File: config.mk
export PLATFORM = sky130hd
export DESIGN_NAME = channel_arbiter_flat
export DESIGN_NICKNAME = d
export VERILOG_FILES = /design/src/rtl/channel_arbiter_if.sv /design/src/rtl/channel_arbiter.sv /design/src/flat_wrapper.sv
export SDC_FILE = /design/constraint.sdc
export NUM_CORES = 1
export LEC_CHECK = 0
export ABC_CLOCK_PERIOD_IN_PS = 2550
export BUFFER_PORTS_ARGS = -buffer_cell sky130_fd_sc_hd__buf_2
export CAP_MARGIN = 20
export CORE_MARGIN = 3
export CORE_UTILIZATION = 25
export DETAILED_ROUTE_END_ITERATION = 8
export HOLD_SLACK_MARGIN = 0.03
export PLACE_DENSITY = 0.57
export SLEW_MARGIN = 20
export SYNTH_ARGS = -nofsm -noshare
export SYNTH_HDL_FRONTEND = slang
export SYNTH_SLANG_ARGS = --single-unit
File: constraint.sdc
create_clock -name clock -period 2.55 [get_ports clock]
set_clock_uncertainty 0.1 [all_clocks]
set_input_delay 0.255 -clock clock [delete_from_list [all_inputs] [get_ports clock]]
set_output_delay 0.255 -clock clock [all_outputs]
set_load 0.05 [all_outputs]
File: src/rtl/channel_arbiter_if.sv
// Bundle of the arbiter's per-port input channels and its single output channel.
// A word moves on a channel in any cycle where its valid and ready are both high;
// valid never waits on ready, and a held word keeps its payload stable until taken.
interface channel_arbiter_if #(
    parameter int WIDTH = 8,
    parameter int PORTS = 2
);
    logic [PORTS*WIDTH-1:0] idata;
    logic [PORTS-1:0]       ivalid;
    logic [PORTS-1:0]       iready;
    logic [WIDTH-1:0]       odata;
    logic                   ovalid;
    logic                   oready;
    logic [PORTS-1:0]       ogrant;

    modport master (
        output idata, ivalid, oready,
        input  iready, odata, ovalid, ogrant
    );

    modport slave (
        input  idata, ivalid, oready,
        output iready, odata, ovalid, ogrant
    );
endinterface

File: src/rtl/channel_arbiter.sv
// Round-robin N:1 channel arbiter with bounded bursts and a single registered output stage.
// Arbitration state (last served port, burst length) is exposed on debug outputs.
module channel_arbiter #(
    parameter int WIDTH = 8,
    parameter int PORTS = 2,
    parameter int BURST = 1,
    localparam int LW = $clog2(PORTS),
    localparam int CW = $clog2(BURST + 1)
) (
    input  logic              clock,
    input  logic              resetn,
    channel_arbiter_if.slave  bus,
    output logic [LW-1:0]     dbg_last_o,
    output logic [CW-1:0]     dbg_cnt_o
);

    logic [LW-1:0]    last_q, last_d;
    logic [CW-1:0]    cnt_q, cnt_d;
    logic [WIDTH-1:0] odata_q, odata_d;
    logic             ovalid_q, ovalid_d;
    logic [PORTS-1:0] ogrant_q, ogrant_d;
    // Low from reset until the first clock edge so nothing is accepted in between.
    logic             run_q;

    logic             ld;
    logic             any_valid;
    logic             sticky;
    logic             xfer;
    logic             found;
    int               rot_sum;
    logic [LW-1:0]    rot_idx;
    logic [LW-1:0]    sel;
    logic [PORTS-1:0] sel_oh;

    assign ld        = !ovalid_q || bus.oready;
    assign any_valid = |bus.ivalid;
    assign xfer      = run_q && ld && any_valid;

    always_comb begin
        sticky  = (cnt_q != '0) && (cnt_q < CW'(BURST)) && bus.ivalid[last_q];
        sel     = last_q;
        found   = 1'b0;
        rot_sum = 0;
        rot_idx = '0;
        for (int k = 1; k <= PORTS; k++) begin
            rot_sum = int'(last_q) + k;
            if (rot_sum >= PORTS) rot_sum = rot_sum - PORTS;
            rot_idx = LW'(rot_sum);
            if (!found && bus.ivalid[rot_idx]) begin
                sel   = rot_idx;
                found = 1'b1;
            end
        end
        if (sticky) sel = last_q;
        sel_oh      = '0;
        sel_oh[sel] = 1'b1;
    end

    assign bus.iready = xfer ? sel_oh : '0;

    always_comb begin
        last_d   = last_q;
        cnt_d    = cnt_q;
        odata_d  = odata_q;
        ovalid_d = ovalid_q;
        ogrant_d = ogrant_q;
        if (ld) begin
            if (xfer) begin
                odata_d  = bus.idata[sel*WIDTH +: WIDTH];
                ovalid_d = 1'b1;
                ogrant_d = sel_oh;
                last_d   = sel;
                // A lone requester can win the rotation back; saturate so cnt stays within BURST.
                if ((sel == last_q) && (cnt_q != '0))
                    cnt_d = (cnt_q == CW'(BURST)) ? cnt_q : cnt_q + 1'b1;
                else
                    cnt_d = CW'(1);
            end else begin
                ovalid_d = 1'b0;
                ogrant_d = '0;
            end
        end
    end

    always_ff @(posedge clock or negedge resetn) begin
        if (!resetn) begin
            last_q   <= LW'(PORTS - 1);
            cnt_q    <= '0;
            odata_q  <= '0;
            ovalid_q <= 1'b0;
            ogrant_q <= '0;
            run_q    <= 1'b0;
        end else begin
            last_q   <= last_d;
            cnt_q    <= cnt_d;
            odata_q  <= odata_d;
            ovalid_q <= ovalid_d;
            ogrant_q <= ogrant_d;
            run_q    <= 1'b1;
        end
    end

    assign bus.odata  = odata_q;
    assign bus.ovalid = ovalid_q;
    assign bus.ogrant = ogrant_q;
    assign dbg_last_o = last_q;
    assign dbg_cnt_o  = cnt_q;

    a_iready_onehot0: assert property (@(posedge clock) disable iff (!resetn)
        $onehot0(bus.iready));
    a_grant_shape: assert property (@(posedge clock) disable iff (!resetn)
        ovalid_q ? $onehot(ogrant_q) : (ogrant_q == '0));
    a_stall_hold: assert property (@(posedge clock) disable iff (!resetn)
        (ovalid_q && !bus.oready) |=> (ovalid_q && $stable(odata_q) && $stable(ogrant_q)));
    a_cnt_range: assert property (@(posedge clock) disable iff (!resetn)
        cnt_q <= CW'(BURST));

endmodule

File: src/flat_wrapper.sv
// flat-port wrapper written by rule: the top's interface ports become plain ports
module channel_arbiter_flat 
#(
    parameter int WIDTH = 8,
    parameter int PORTS = 2,
    parameter int BURST = 1,
    localparam int LW = $clog2(PORTS),
    localparam int CW = $clog2(BURST + 1)
)
  (clock, resetn, dbg_last_o, dbg_cnt_o, bus_idata, bus_ivalid, bus_oready, bus_iready, bus_odata, bus_ovalid, bus_ogrant);
  channel_arbiter_if #(.WIDTH(WIDTH), .PORTS(PORTS)) bus_i ();
  input  logic clock;
  input  logic resetn;
  output logic [LW-1:0] dbg_last_o;
  output logic [CW-1:0] dbg_cnt_o;
  input wire logic [$bits(bus_i.idata)-1:0] bus_idata;
  input wire logic [$bits(bus_i.ivalid)-1:0] bus_ivalid;
  input wire logic [$bits(bus_i.oready)-1:0] bus_oready;
  output wire logic [$bits(bus_i.iready)-1:0] bus_iready;
  output wire logic [$bits(bus_i.odata)-1:0] bus_odata;
  output wire logic [$bits(bus_i.ovalid)-1:0] bus_ovalid;
  output wire logic [$bits(bus_i.ogrant)-1:0] bus_ogrant;
  assign bus_i.idata = bus_idata;
  assign bus_i.ivalid = bus_ivalid;
  assign bus_i.oready = bus_oready;
  assign bus_iready = bus_i.iready;
  assign bus_odata = bus_i.odata;
  assign bus_ovalid = bus_i.ovalid;
  assign bus_ogrant = bus_i.ogrant;
  channel_arbiter #(.WIDTH(WIDTH), .PORTS(PORTS), .BURST(BURST)) u_core (.clock(clock), .resetn(resetn), .bus(bus_i), .dbg_last_o(dbg_last_o), .dbg_cnt_o(dbg_cnt_o));
endmodule
==> results.md <==
Run status:
- The run finished with clean final reports.

Yosys:
- The cell area after technology mapping is 661 um2.
- The synthesized design contains 14 register bits.
- The top flip-flop cell by instance count after synthesis is sky130_fd_sc_hd__dfrtp_1.
- Among all cell types in the netlist, the one instantiated most often is sky130_fd_sc_hd__dfrtp_1.
- Summed over all instances, the cell type with the most area after synthesis is sky130_fd_sc_hd__dfrtp_1.
- For this run, the number of Yosys warnings is 0.
- The synthesized area per cell is 9.57 um2.
- The net count after synthesis is 90.
- The cell count after synthesis is 69.
- By area the synthesized netlist is led by sky130_fd_sc_hd__dfrtp_1, sky130_fd_sc_hd__a31oi_1, sky130_fd_sc_hd__a21oi_1.
- Of all flip-flops after synthesis, the portion carrying an async set or reset was 100%.
- The commonest cells after synthesis are sky130_fd_sc_hd__dfrtp_1, sky130_fd_sc_hd__a21oi_1, sky130_fd_sc_hd__a31oi_1, sky130_fd_sc_hd__nand3_1, sky130_fd_sc_hd__o21ai_0.
- The part of the Yosys area used for sequential elements is 53.2%.
- The synthesized design contains 0 enable-type register cells.
- The top-area cell type share of the netlist area is 49.2%.
- The count of different cell masters after synthesis is 21.

Layout:
- The count of filler cells inserted in the layout is 272.
- Compared with the post-synthesis result, the final layout area differs by 34.7%.
- The net count of the finished layout is 126.
- The total inserted antenna cells is 0.
- Summing all multi-input logic gate instances after layout gives 275 um2.
- The ratio of cells with drive above 1 in the final layout is 41.3%.
- Registers take 352 um2.
- With fillers left out, the area of the finished cells amounts to 890 um2.

Timing:
- The worst-case headroom to the max-slew limit is 65.7%.
- The ratio of final minimum period to clock period is 80.5%.
- The number of failing setup endpoints in the final timing report is 0.
- The minimum hold slack is 0.137 ns.
- Setup total negative slack on the finished layout was measured at 0 ns.
- The max-slew violation count is 0.
- The final period demand of the worst path is 2.05 ns.
- At the pin with the least slew margin, the transition time is 0.512 ns.
- The highest attainable clock frequency is 487 MHz.
- Setup repair after global routing left no endpoint under its margin.
- The count of final hold-check violations was 0.
- After layout, the worst setup slack is 0.498 ns.

Clock network:
- The clock passes through at most 2 buffers.
- After clock tree synthesis, the repair step resized 0 gates.
- The latest clock arrival within the worst-skew pair is 0.28 ns.
- Buffers added to address setup during post-CTS repair amount to 0.
- The number of clock buffers inserted by TritonCTS is 3.
- The clock transition time at the flip-flop clock pins of the worst setup and hold paths is 0.09 ns.
- The clock tree from TritonCTS is built.
- Buffers inserted to repair hold after CTS numbered 1.
- CTS built an H-tree with a depth of 1.
- Counting every sink on the clock net gives 14.
- The clock root buffer is sky130_fd_sc_hd__clkbuf_4.

Route:
- Across all layers, the routed design uses 671 vias.
- The post-route DRC violation count is 0.
- The final wirelength is 1.75 mm.
- The number of optimization iterations in the first detailed-route pass is 4.
- For this block, the initial DRC count from the detailed router was 7.
- After detailed routing, the number of vias per cell comes to 5.01.
- In this run the remaining antenna-violating nets after routing total 0.
- The routed length per placed instance is 13.1 um.

Setup path:
- The arrival time at the worst endpoint is 1.70 ns.
- The worst setup path is captured at an output port.
- The startpoint of the most critical setup path is u_core.bus.ovalid.
- For the worst setup path, the data required time is 2.19 ns.
- The sort of element at the start of the critical path is a register.
- In this run the worst path has a maximum fanout of 11.
- The startpoint of the lowest-slack register-to-register path is u_core.bus.ovalid.
- The setup path with the least slack is of type reg -> out.

Global route:
- The number of antenna violations at the first check in global routing is 0.
- The number of global-route vias before repair is 594.
- Entering global routing, the biggest net connects 15 pins.
- In the global route stage, overall resource usage came out at 10.6%.
- The sum of overflow across all layers after global routing is 0.
- The first global-routing pass estimated 2.62 mm of wire.

Placement:
- The wire-length estimate of the detail-placed layout is 1.33 mm.
- The placed instance area is 843 um2.
- The count of buffers added on input and output ports is 35.
- The post-placement setup slack is 0.748 ns.
- The congestion estimate from routability-driven global placement came to 0.778.

Pwr:
- The combinational group share of total power is 49.4%.
- The analysis attributes to net switching a power of 0.453 mW.
- In this run switching power makes up 48.1% of total power.
- The internal power of the cells is 0.487 mW.
- Total power for the finished layout comes to 0.940 mW.
- The analysis attributes to cell leakage a power of 0.420 nW.
- The worst-case IR drop observed on VDD is 0.567 mV.
- Of the total power, registers draw 34.0%.
- The clock network burns 16.7% of the power.
- The total power per unit cell area is 1060 mW/mm2.

Floorplanning:
- In this run the count of I/O pins placed on the die edge is 36.
- The area of the core is 0.00250 mm2.
- The horizontal die dimension is 57.4 um.
- The floorplan die area is 0.00330 mm2.
- The initial utilization of the core area, before any placement, comes to 26.4%.
- The floorplan has 18 rows.
- The die outline height is 57.4 um.

Min path:
- The startpoint of the worst hold path is bus_idata[9].
- The path class of the lowest-slack min-delay path is in -> reg.

Job:
- The number of max-capacitance violations reported is 0.
worst max-delay path, stage by stage, from the launching register on:
cell and delay, ns:
sky130_fd_sc_hd__dfrtp_1 0.38, sky130_fd_sc_hd__nand2b_1 0.31, sky130_fd_sc_hd__nand2_1 0.19, sky130_fd_sc_hd__nor3_1 0.25, sky130_fd_sc_hd__buf_2 0.30
layer usage:
layer / up-vias / routed length (um) / GRT usage (%)
met5: - / 0 / 0
met2: 37 / 889 / 17.1
met3: 8 / 133 / 3.39
met1: 306 / 706 / 13.1
li1: 320 / - / -
met4: 0 / 23 / 3.97
logic make-up (layout without fill, tap and decap cells):
| family | after synthesis | in the layout | share of synthesized area, % |
|---|---|---|---|
| AOI/OAI and AO/OA | 27 | 27 | 23.5 |
| DFF | 14 | 14 | 53.2 |
| buffers and inverters | 6 | 41 | 5.11 |
| and+or+nand+nor | 20 | 20 | 15.3 |
| other | 1 | 1 | 0.568 |
| muxes | 1 | 1 | 2.27 |
sequential cells by signal, summed over array words and instances, names as in the netlist:
register and cells:
u_core.bus.odata 8, u_core.run_q 1, u_core.bus.ovalid 1, u_core.dbg_cnt_o 1, u_core.dbg_last_o 1, u_core.bus.ogrant 2
final cells by class:
cell class / count / area share [%]
multi-input combinational: 49 / 30.9
timing repair buffer: 36 / 20.8
clock buffer: 4 / 4.08
inverter: 1 / 0.422
sequential: 14 / 39.5
tap: 30 / 4.22
metrics by stage:
step / instances / util [%]
after floorplan: 69 / -
after global placement: 129 / 33.7
after detailed placement: 129 / 33.7
after CTS: 134 / 35.6
after global routing: 134 / 35.6
final: 134 / 35.6
cell usage in the layout, fill, tap and decap left out:
cell type / n
sky130_fd_sc_hd__clkbuf_4: 3
sky130_fd_sc_hd__o21ai_0: 8
sky130_fd_sc_hd__nor2_1: 3
sky130_fd_sc_hd__nand2_1: 2
sky130_fd_sc_hd__dfrtp_1: 13
sky130_fd_sc_hd__o21a_1: 1
sky130_fd_sc_hd__conb_1: 1
sky130_fd_sc_hd__buf_2: 35
sky130_fd_sc_hd__a31oi_1: 8
sky130_fd_sc_hd__or2_2: 2
sky130_fd_sc_hd__and2_1: 2
sky130_fd_sc_hd__o2bb2ai_1: 1
sky130_fd_sc_hd__clkbuf_8: 1
sky130_fd_sc_hd__a22o_1: 1
sky130_fd_sc_hd__dlygate4sd3_1: 1
sky130_fd_sc_hd__a21oi_1: 8
sky130_fd_sc_hd__dfstp_2: 1
sky130_fd_sc_hd__nor3_1: 1
sky130_fd_sc_hd__nand2b_1: 2
sky130_fd_sc_hd__mux2_4: 1
sky130_fd_sc_hd__inv_1: 1
sky130_fd_sc_hd__nand3_1: 8
power by group through the flow:
stage	sequential [mW]	combinational, mW	clock, mW
final	0.319	0.464	0.157
after global routing	0.331	0.491	0.176
after CTS	0.320	0.465	0.164
after detailed placement	0.323	0.464	0
after global placement	0.320	0.464	0
after floorplan	0.520	0.160	0
worst paths after layout:
kind                                            end  cells after the start  slack [ns]
worst max-delay path                  bus_iready[1]                      4        0.50
worst min register to register     u_core.dbg_cnt_o                      1        0.37
worst max register to register    u_core.dbg_last_o                      3        0.92
max in group asynchronous         u_core.dbg_last_o                      2        1.75
min in group asynchronous       u_core.bus.odata[1]                      2        0.30
worst min-delay path            u_core.bus.odata[1]                      3        0.14
Power figures use the tool's default switching activity.
